File: config.mk
export PLATFORM = sky130hd
export DESIGN_NAME = i2c_reg_arbiter_flat
export DESIGN_NICKNAME = d
export VERILOG_FILES = /design/src/rtl/i2c_reg_arbiter_if.sv /design/src/rtl/i2c_reg_arbiter.sv /design/src/flat_wrapper.sv
export SDC_FILE = /design/constraint.sdc
export NUM_CORES = 1
export LEC_CHECK = 0
export CORE_MARGIN = 4
export CORE_UTILIZATION = 40
export CTS_CLUSTER_DIAMETER = 120
export DETAILED_ROUTE_END_ITERATION = 6
export GPL_TIMING_DRIVEN = 0
export PLACE_DENSITY = 0.75
export SETUP_SLACK_MARGIN = 0.3
export SYNTH_ARGS = -nofsm -noshare
export SYNTH_HDL_FRONTEND = slang
export SYNTH_SLANG_ARGS = --single-unit
File: constraint.sdc
create_clock -name clk -period 1.5 [get_ports clk]
set_input_delay 0.15 -clock clk [delete_from_list [all_inputs] [get_ports clk]]
set_output_delay 0.15 -clock clk [all_outputs]
set_load 0.05 [all_outputs]
File: src/rtl/i2c_reg_arbiter_if.sv
// i2c_reg_arbiter_if: signal bundle for the I2C/host register-bus arbiter
// slave modport is the arbiter's view:
//   inputs:  I2C slave request fields, host request fields, mem_rdata/mem_ready
//   outputs: i2c_rd_data/i2c_ovf, host_ack/host_rdata, mem_en/mem_we/mem_addr/mem_wdata, err
// master modport is the surrounding system's view (the I2C slave, the host and the memory).
interface i2c_reg_arbiter_if;
  logic       i2c_req;
  logic       i2c_wr1rd0;
  logic [7:0] i2c_addr;
  logic [7:0] i2c_wr_data;
  logic [7:0] i2c_rd_data;
  logic       i2c_ovf;
  logic       host_req;
  logic       host_we;
  logic [7:0] host_addr;
  logic [7:0] host_wdata;
  logic       host_ack;
  logic [7:0] host_rdata;
  logic       mem_en;
  logic       mem_we;
  logic [7:0] mem_addr;
  logic [7:0] mem_wdata;
  logic [7:0] mem_rdata;
  logic       mem_ready;
  logic       err;
  modport slave (
    input  i2c_req, i2c_wr1rd0, i2c_addr, i2c_wr_data, host_req, host_we, host_addr, host_wdata,
           mem_rdata, mem_ready,
    output i2c_rd_data, i2c_ovf, host_ack, host_rdata, mem_en, mem_we, mem_addr, mem_wdata, err
  );
  modport master (
    output i2c_req, i2c_wr1rd0, i2c_addr, i2c_wr_data, host_req, host_we, host_addr, host_wdata,
           mem_rdata, mem_ready,
    input  i2c_rd_data, i2c_ovf, host_ack, host_rdata, mem_en, mem_we, mem_addr, mem_wdata, err
  );
endinterface

File: src/rtl/i2c_reg_arbiter.sv
// i2c_reg_arbiter: round-robin sharing of a single-port register bus between an I2C slave and a host
// Ports:
//   clk   - block clock, rising edge
//   rst_n - asynchronous active-low reset
//   bus   - i2c_reg_arbiter_if.slave: I2C request/capture fields, host level-request port, mem_* bus, err
// Optional feature: define I2C_ARB_TIMEOUT_EN to abort an access after TIMEOUT cycles without
// mem_ready (read data forced to 8'hFF, sticky err set); otherwise ACCESS waits indefinitely.
module i2c_reg_arbiter #(
  parameter int TIMEOUT = 15
) (
  input  logic             clk,
  input  logic             rst_n,
  i2c_reg_arbiter_if.slave bus
);
  typedef enum logic [1:0] {IDLE, ARB, ACCESS, DONE} state_t;
  state_t     r_state, w_next;
  logic [1:0] r_sync;
  logic       r_sync_d, r_i2c_pend, r_i2c_we, r_owner, r_last, r_mem_we, r_ovf;
  logic [7:0] r_i2c_addr, r_i2c_wdata, r_mem_addr, r_mem_wdata, r_i2c_rd, r_host_rd;
  logic [7:0] w_rdata;
  logic       w_edge, w_any, w_i2c_win, w_to, w_done;
  assign w_edge = r_sync[1] & ~r_sync_d;
  assign w_any  = r_i2c_pend | bus.host_req;
  // r_owner/r_last: 1 = I2C, 0 = host; a tie goes to whoever was not granted last
  assign w_i2c_win = r_i2c_pend & (~bus.host_req | ~r_last);
  assign w_done    = bus.mem_ready | w_to;
`ifdef I2C_ARB_TIMEOUT_EN
  localparam int CW = $clog2(TIMEOUT + 1);
  logic [CW-1:0] r_cnt;
  logic          r_err;
  // r_cnt counts completed ACCESS cycles, so the TIMEOUT-th ACCESS cycle gives up
  assign w_to    = r_state == ACCESS && !bus.mem_ready && r_cnt == CW'(TIMEOUT - 1);
  assign w_rdata = w_to ? 8'hFF : bus.mem_rdata;
  assign bus.err = r_err;
  always_ff @(posedge clk or negedge rst_n)
    if (!rst_n) begin
      r_cnt <= '0;
      r_err <= 1'b0;
    end else begin
      r_cnt <= r_state == ACCESS ? r_cnt + CW'(1) : '0;
      r_err <= r_err | w_to;
    end
`else
  assign w_to    = 1'b0;
  assign w_rdata = bus.mem_rdata;
  assign bus.err = 1'b0;
`endif
  always_ff @(posedge clk or negedge rst_n)
    if (!rst_n) r_state <= IDLE;
    else r_state <= w_next;
  always_comb
    w_next = r_state == IDLE   ? (w_any ? ARB : IDLE) :
             r_state == ARB    ? (w_any ? ACCESS : IDLE) :
             r_state == ACCESS ? (w_done ? DONE : ACCESS) : IDLE;
  always_ff @(posedge clk or negedge rst_n)
    if (!rst_n) begin
      r_sync      <= 2'b00;
      r_sync_d    <= 1'b0;
      r_i2c_pend  <= 1'b0;
      r_i2c_we    <= 1'b0;
      r_i2c_addr  <= 8'h00;
      r_i2c_wdata <= 8'h00;
      r_ovf       <= 1'b0;
      r_owner     <= 1'b0;
      r_last      <= 1'b0;
      r_mem_we    <= 1'b0;
      r_mem_addr  <= 8'h00;
      r_mem_wdata <= 8'h00;
      r_i2c_rd    <= 8'hFF;
      r_host_rd   <= 8'h00;
    end else begin
      r_sync   <= {r_sync[0], bus.i2c_req};
      r_sync_d <= r_sync[1];
      // pend stays high through DONE, so it also covers an I2C access in flight
      if (w_edge && r_i2c_pend) r_ovf <= 1'b1;
      if (w_edge && !r_i2c_pend) begin
        r_i2c_pend  <= 1'b1;
        r_i2c_we    <= bus.i2c_wr1rd0;
        r_i2c_addr  <= bus.i2c_addr;
        r_i2c_wdata <= bus.i2c_wr_data;
      end
      if (r_state == ARB) begin
        r_owner     <= w_i2c_win;
        r_mem_we    <= w_i2c_win ? r_i2c_we : bus.host_we;
        r_mem_addr  <= w_i2c_win ? r_i2c_addr : bus.host_addr;
        r_mem_wdata <= w_i2c_win ? r_i2c_wdata : bus.host_wdata;
      end
      // read results land on the ACCESS->DONE edge so host_rdata is valid with host_ack
      if (r_state == ACCESS && w_done && !r_mem_we && r_owner) r_i2c_rd <= w_rdata;
      if (r_state == ACCESS && w_done && !r_mem_we && !r_owner) r_host_rd <= w_rdata;
      if (r_state == DONE) begin
        r_last <= r_owner;
        if (r_owner) r_i2c_pend <= 1'b0;
      end
    end
  assign bus.mem_en      = r_state == ACCESS;
  assign bus.mem_we      = r_mem_we;
  assign bus.mem_addr    = r_mem_addr;
  assign bus.mem_wdata   = r_mem_wdata;
  assign bus.host_ack    = r_state == DONE && !r_owner;
  assign bus.host_rdata  = r_host_rd;
  assign bus.i2c_rd_data = r_i2c_rd;
  assign bus.i2c_ovf     = r_ovf;
endmodule
File: src/flat_wrapper.sv
// flat-port wrapper written by rule: the top's interface ports become plain ports
module i2c_reg_arbiter_flat 
#(
  parameter int TIMEOUT = 15
)
  (clk, rst_n, bus_i2c_req, bus_i2c_wr1rd0, bus_i2c_addr, bus_i2c_wr_data, bus_host_req, bus_host_we, bus_host_addr, bus_host_wdata, bus_mem_rdata, bus_mem_ready, bus_i2c_rd_data, bus_i2c_ovf, bus_host_ack, bus_host_rdata, bus_mem_en, bus_mem_we, bus_mem_addr, bus_mem_wdata, bus_err);
  i2c_reg_arbiter_if bus_i ();
  input  logic clk;
  input  logic rst_n;
  input wire logic [$bits(bus_i.i2c_req)-1:0] bus_i2c_req;
  input wire logic [$bits(bus_i.i2c_wr1rd0)-1:0] bus_i2c_wr1rd0;
  input wire logic [$bits(bus_i.i2c_addr)-1:0] bus_i2c_addr;
  input wire logic [$bits(bus_i.i2c_wr_data)-1:0] bus_i2c_wr_data;
  input wire logic [$bits(bus_i.host_req)-1:0] bus_host_req;
  input wire logic [$bits(bus_i.host_we)-1:0] bus_host_we;
  input wire logic [$bits(bus_i.host_addr)-1:0] bus_host_addr;
  input wire logic [$bits(bus_i.host_wdata)-1:0] bus_host_wdata;
  input wire logic [$bits(bus_i.mem_rdata)-1:0] bus_mem_rdata;
  input wire logic [$bits(bus_i.mem_ready)-1:0] bus_mem_ready;
  output wire logic [$bits(bus_i.i2c_rd_data)-1:0] bus_i2c_rd_data;
  output wire logic [$bits(bus_i.i2c_ovf)-1:0] bus_i2c_ovf;
  output wire logic [$bits(bus_i.host_ack)-1:0] bus_host_ack;
  output wire logic [$bits(bus_i.host_rdata)-1:0] bus_host_rdata;
  output wire logic [$bits(bus_i.mem_en)-1:0] bus_mem_en;
  output wire logic [$bits(bus_i.mem_we)-1:0] bus_mem_we;
  output wire logic [$bits(bus_i.mem_addr)-1:0] bus_mem_addr;
  output wire logic [$bits(bus_i.mem_wdata)-1:0] bus_mem_wdata;
  output wire logic [$bits(bus_i.err)-1:0] bus_err;
  assign bus_i.i2c_req = bus_i2c_req;
  assign bus_i.i2c_wr1rd0 = bus_i2c_wr1rd0;
  assign bus_i.i2c_addr = bus_i2c_addr;
  assign bus_i.i2c_wr_data = bus_i2c_wr_data;
  assign bus_i.host_req = bus_host_req;
  assign bus_i.host_we = bus_host_we;
  assign bus_i.host_addr = bus_host_addr;
  assign bus_i.host_wdata = bus_host_wdata;
  assign bus_i.mem_rdata = bus_mem_rdata;
  assign bus_i.mem_ready = bus_mem_ready;
  assign bus_i2c_rd_data = bus_i.i2c_rd_data;
  assign bus_i2c_ovf = bus_i.i2c_ovf;
  assign bus_host_ack = bus_i.host_ack;
  assign bus_host_rdata = bus_i.host_rdata;
  assign bus_mem_en = bus_i.mem_en;
  assign bus_mem_we = bus_i.mem_we;
  assign bus_mem_addr = bus_i.mem_addr;
  assign bus_mem_wdata = bus_i.mem_wdata;
  assign bus_err = bus_i.err;
  i2c_reg_arbiter #(.TIMEOUT(TIMEOUT)) u_core (.clk(clk), .rst_n(rst_n), .bus(bus_i));
endmodule
==> results.sh <==
export IMPL_cts_tree="yes"
export IMPL_synthCells=192
export IMPL_ys_warn_count=0
export IMPL_syn_area_um2=2380
export IMPL_synth_fp_nets=239
export IMPL_power_density_nw_per_um2=2490
export IMPL_period_share_pct=95.8
export IMPL_gp_congestion=0.746
export IMPL_hold_viol_final=0
export IMPL_cp_end_kind="register"
export IMPL_clkSinkCount=59
export IMPL_grt_pass1_vias=2025
export IMPL_die_w_um=85.2
export IMPL_portBuffers=82
export IMPL_num_io_pins=84
export IMPL_critPathMaxStageDelay_ns=0.39
export IMPL_rsz0062_at_grt="true"
export IMPL_cp_start_kind="register"
export IMPL_rows=27
export IMPL_initial_core_util_pct=42.2
export IMPL_outcome="finished, final reports clean"
export IMPL_h_tree_depth=3
export IMPL_fp_dieH_um=85.2
export IMPL_pwr_share_seq_pct=30.0
export IMPL_track_usage_pct=18.5
export IMPL_antenna_left=0
export IMPL_area_growth_pct=76.2
export IMPL_n_antenna_cell=0
export IMPL_finClkSkew_ns=0.00812
export IMPL_ys_ff_latch=59
export IMPL_cp_max_fo=5
export IMPL_core_um2=5640
export IMPL_drtIter0Drc=68
export IMPL_dieArea_um2=7250
export IMPL_clockRootBuffer="clkbuf_8"
export IMPL_avgSynthCellArea_um2=12.4
export IMPL_required_ns=1.71
export IMPL_grt_max_degree=32
export IMPL_path_class="register to register"
export IMPL_via_count=1900
export IMPL_crit_reg2reg_launch="u_core.r_state[0]"
export IMPL_viasPerCell=4.91
export IMPL_power_leakage_nw=1.86
export IMPL_antenna_found_initial=0
export IMPL_internal_power_mw=5.89
export IMPL_setup_ws_ns=0.0623
export IMPL_wl_um=6590
export IMPL_path_clk_slew_ns=0.06
export IMPL_drive_above_1_share_pct=54.0
export IMPL_worstHoldStart="bus_i2c_req"
export IMPL_dpl_hpwl_um=4100
export IMPL_maxCapViolations=0
export IMPL_setup_viol=0
export IMPL_place_ws_ns=-0.332
export IMPL_grt_pass1_wl_um=10400
export IMPL_drt_pass1_iter_count=4
export IMPL_overflow=0
export IMPL_max_freq_mhz=696
export IMPL_nets=357
export IMPL_final_min_clock_period_ns=1.44
export IMPL_drv_slew=0
export IMPL_path_cells="buf_4 -> buf_6 -> and2b_2 -> buf_8 -> mux2_4"
export IMPL_max_clock_path_buffers=2
export IMPL_clkPwrFrac_pct=11.7
export IMPL_power_frac_comb_pct=58.3
export IMPL_hold_class="primary input to register"
export IMPL_synth_distinct_cells=21
export IMPL_clk_latency_ns=0.33
export IMPL_cts_buffers=9
export IMPL_startpoint="u_core.r_state[0]"
export IMPL_fin_util_pct=74.4
export IMPL_remaining_drc_errors=0
export IMPL_power_switching_mw=4.55
export IMPL_ys_seq_area_share_pct=62.4
export IMPL_wl_per_cell_um=17.0
export IMPL_ir_drop_uv=1700
export IMPL_dp_cells=347
export IMPL_critPathSlowestCell="dfrtp_1"
export IMPL_layout_cells_non_filler=387
export IMPL_switching_share_pct=43.6
export IMPL_cp_arrival_ns=1.64
-- worst paths after layout --
path / end / slack, ns / cells after the start
max in group asynchronous: u_core.bus.i2c_rd_data[0] / 0.59 / 3
worst min register to register: u_core.r_sync[1] / 0.35 / 0
worst min-delay path: u_core.r_sync[0] / 0.28 / 1
min in group asynchronous: u_core.r_i2c_addr[2] / 0.33 / 2
worst max register to register: u_core.r_owner / 0.06 / 5
worst max-delay path: u_core.r_owner / 0.06 / 5
-- cells in the final DEF (no fill, tap or decap), types with 11 or more instances in the layout --
master,Yosys,final
buf_6,0,11
a31oi_1,18,13
clkdlybuf4s50_1,0,45
buf_2,6,19
clkbuf_8,0,11
dfrtp_1,51,47
mux2_4,0,34
buf_8,0,13
nand2_1,36,28
buf_4,2,12
nor2_4,0,17
-- layout make-up --
cell class,instances,area (µm²)
clock inverter,3,15.0
buffer,10,165
fill,388,1450
sequential,59,1490
tap,72,90.1
timing repair buffer,107,1060
multi-input combinational,122,1220
inverter,1,7.51
clock buffer,13,149
-- power groups by stage --
stage / registers [mW] / logic (mW) / clock network [mW]
finish: 3.13 / 6.09 / 1.23
detailed placement: 2.95 / 4.71 / 0
global route: 3.23 / 6.38 / 1.34
global placement: 2.92 / 4.63 / 0
CTS: 3.03 / 5.58 / 1.26
floorplan: 4.42 / 1.72 / 0
-- flip-flops by register name (all words and copies together), names as in the netlist --
name                    count
u_core.bus.i2c_ovf          1
u_core.r_i2c_we             1
u_core.r_state              2
u_core.r_sync_d             1
u_core.r_i2c_addr           8
u_core.r_owner              1
u_core.r_sync               2
u_core.r_last               1
u_core.bus.i2c_rd_data      8
u_core.r_i2c_wdata          8
u_core.bus.mem_addr         8
u_core.bus.host_rdata       8
u_core.bus.mem_we           1
u_core.bus.mem_wdata        8
u_core.r_i2c_pend           1
-- synth_stat cells, drive strengths merged --
cell type	instances	area, µm²
nor2	19	71.3
mux2	35	394
and2b	1	7.51
inv	1	3.75
clkbuf	2	7.51
buf	8	45.0
nand2	36	135
a21bo	1	10.0
o21ai	1	5.00
a21boi	1	11.3
nor4b	1	23.8
dfrtp	51	1280
a31oi	18	113
a21o	1	7.51
dfstp	8	210
nand4b	1	15.0
nor2b	3	18.8
conb	1	3.75
nor3	2	10.0
nand2b	1	13.8
-- cells by family (layout without fill, tap and decap cells) --
logic type	after synthesis	in the layout	share of synthesized area [%]
AO/OA/AOI/OAI	22	22	6.14
flip-flops	59	59	62.4
multiplexers	35	35	16.5
buffers and inverters	11	134	2.36
other	1	1	0.157
AND/OR/NAND/NOR	64	64	12.4
-- per-stage QoR --
stage	hold WS (ns)	power [mW]	TNS [ns]	instance area, µm²
after floorplan	-0.146	6.14	-0.239	2520
after global placement	0.335	7.55	-88.42	3430
after detailed placement	0.220	7.66	-4.74	3450
after CTS	0.262	9.86	0	3960
after global routing	0.267	10.9	0	4200
final	0.277	10.4	0	4200
-- repair_timing --
action,CTS,global route
pin swaps,5,2
endpoints found under the hold margin,28,0
buffers inserted,12,5
hold buffers,1,0
gates cloned,5,1
setup endpoints to repair,88,74
gates resized for setup,273,43
-- worst max-delay path, delay by kind of cell, from the launching register on --
family	cells	cell delay (ns)
flip-flops	1	0.39
buffers and inverters	3	0.41
AND/OR/NAND/NOR	1	0.22
multiplexers	1	0.30
-- layer usage --
layer | vias to the layer above | global-route usage [%] | part of all wire (%)
met5 | - | 0 | 0
met4 | 0 | 6.76 | 1.9
met3 | 10 | 6.02 | 5.3
met2 | 61 | 30.5 | 50
met1 | 928 | 22.8 | 43
li1 | 901 | - | -
No activity file was read; power rests on OpenSTA's default activity.
==> patch: new RTL, same settings <==
The 4 states of `state_t` get a one-hot encoding in 4 bits.
--- a/src/rtl/i2c_reg_arbiter.sv
+++ b/src/rtl/i2c_reg_arbiter.sv
@@ -13,5 +13,5 @@
   i2c_reg_arbiter_if.slave bus
 );
-  typedef enum logic [1:0] {IDLE, ARB, ACCESS, DONE} state_t;
+  typedef enum logic [3:0] {IDLE = 4'b0001, ARB = 4'b0010, ACCESS = 4'b0100, DONE = 4'b1000} state_t;
   state_t     r_state, w_next;
   logic [1:0] r_sync;
Formal check against the unedited RTL: same outputs for any inputs over 10 cycles, from zero or initial values and one cycle with rst_n low; not proved beyond that.
==> patch against the original RTL <==
Cell count is 3.9% higher. The flow now finishes with violations (negative hold slack, negative setup slack). Sequential power is 6% lower. Critical endpoint is now u_core.bus.i2c_rd_data[3]. Power is 19% lower. Routed wire length is 2.5% higher. Area after synthesis is 3.3% higher. Maximum frequency is 13% lower. Utilization is 3.6 points lower. Final area is 0.42% higher. First-iteration DRC count is 10% lower. Sequential cell count is 2 higher. Clock power is 17% higher. Worst setup slack worse by 0.21 ns. Global-route usage is 0.29 points higher.
==> patch: results (changes against the original RTL) <==
The final reports fail on negative hold slack, negative setup slack. The count of plain and timing-repair buffers came to 122 (was 117). The worst setup slack before clock tree synthesis is -0.677 ns (was -0.332 ns). The routed metal-1 wire length was 2770 µm (was 2830 µm). The ratio of cells with drive above 1 in the final layout is 53.5% (was 54.0%).

The routability-driven placement congestion ratio came out at 0.698 (was 0.746). The total routing usage reported by global routing came out at 18.8% (was 18.5%). The static power due to leakage is 0.00184 µW (was 0.00186 µW).

The classification of the worst-slack hold path was in -> async (was in -> reg). The mux cell area share after synthesis came out at 15.6% (was 16.5%). The initial detailed-routing violation count is 61 (was 68). The pin count of the biggest net entering global routing came to 38 (was 32). The final setup violation count is 35 (was 0). The multi-input combinational cell count came out at 127 (was 122). The destination of the critical timing path is u_core.bus.i2c_rd_data[3] (was u_core.r_owner). The core outline area is 5960 µm² (was 5640 µm²).

The CTS sink count came out at 61 (was 59). The largest fanout of any net on the critical path came out at 8 (was 5). The final hold violation count came out at 28 (was 0). The post-layout worst setup margin is -0.145 ns (was 0.0623 ns). The global-route met1 utilization is 23.2% (was 22.8%). The post-cts gate resize count is 250 (was 273).

The area fraction in compound gates after synthesis came out at 8.74% (was 6.14%). The placed cell area came out at 3520 µm² (was 3450 µm²). The part of the total power dissipated in combinational logic was 48.4% (was 58.3%). The tightest hold margin came out at -0.0793 ns (was 0.277 ns). Result of the run: finished, violations left (was complete, no violations).
-- patch: cell count changes in the layout (fill, tap and decap cells not counted), moves of 7 or more --
cell     before  now
a21oi_2       0   17
mux2_4       34   25
nor2_4       17    1
buf_4        12   22
a31oi_1      13    0
mux2_2        1    9
buf_2        19   26
a21oi_4       0    7
nor2_1        2   20
a21oi_1       0   11
nand2_1      28   18
nand2_2       7    0
-- patch: logic make-up after synthesis --
logic type             Yosys count
flip-flops                      61
AND/OR/NAND/NOR                 52
AO/OA/AOI/OAI                   40
multiplexers                    34
buffers and inverters           11
other                            1
-- patch: through the flow --
stage / setup TNS (ns) / instances
after floorplan: -7.77 / 199
after global placement: -102.59 / 356
after detailed placement: -9.11 / 357
after CTS: -1.89 / 393
after global routing: -4.31 / 402
final: -2.52 / 402
-- patch: worst max-delay path: stages (launching register included) --
cell     delay [ns]
dfrtp_2        0.45
nor4b_4        0.27
buf_4          0.16
and4b_1        0.21
buf_6          0.17
mux2_4         0.32
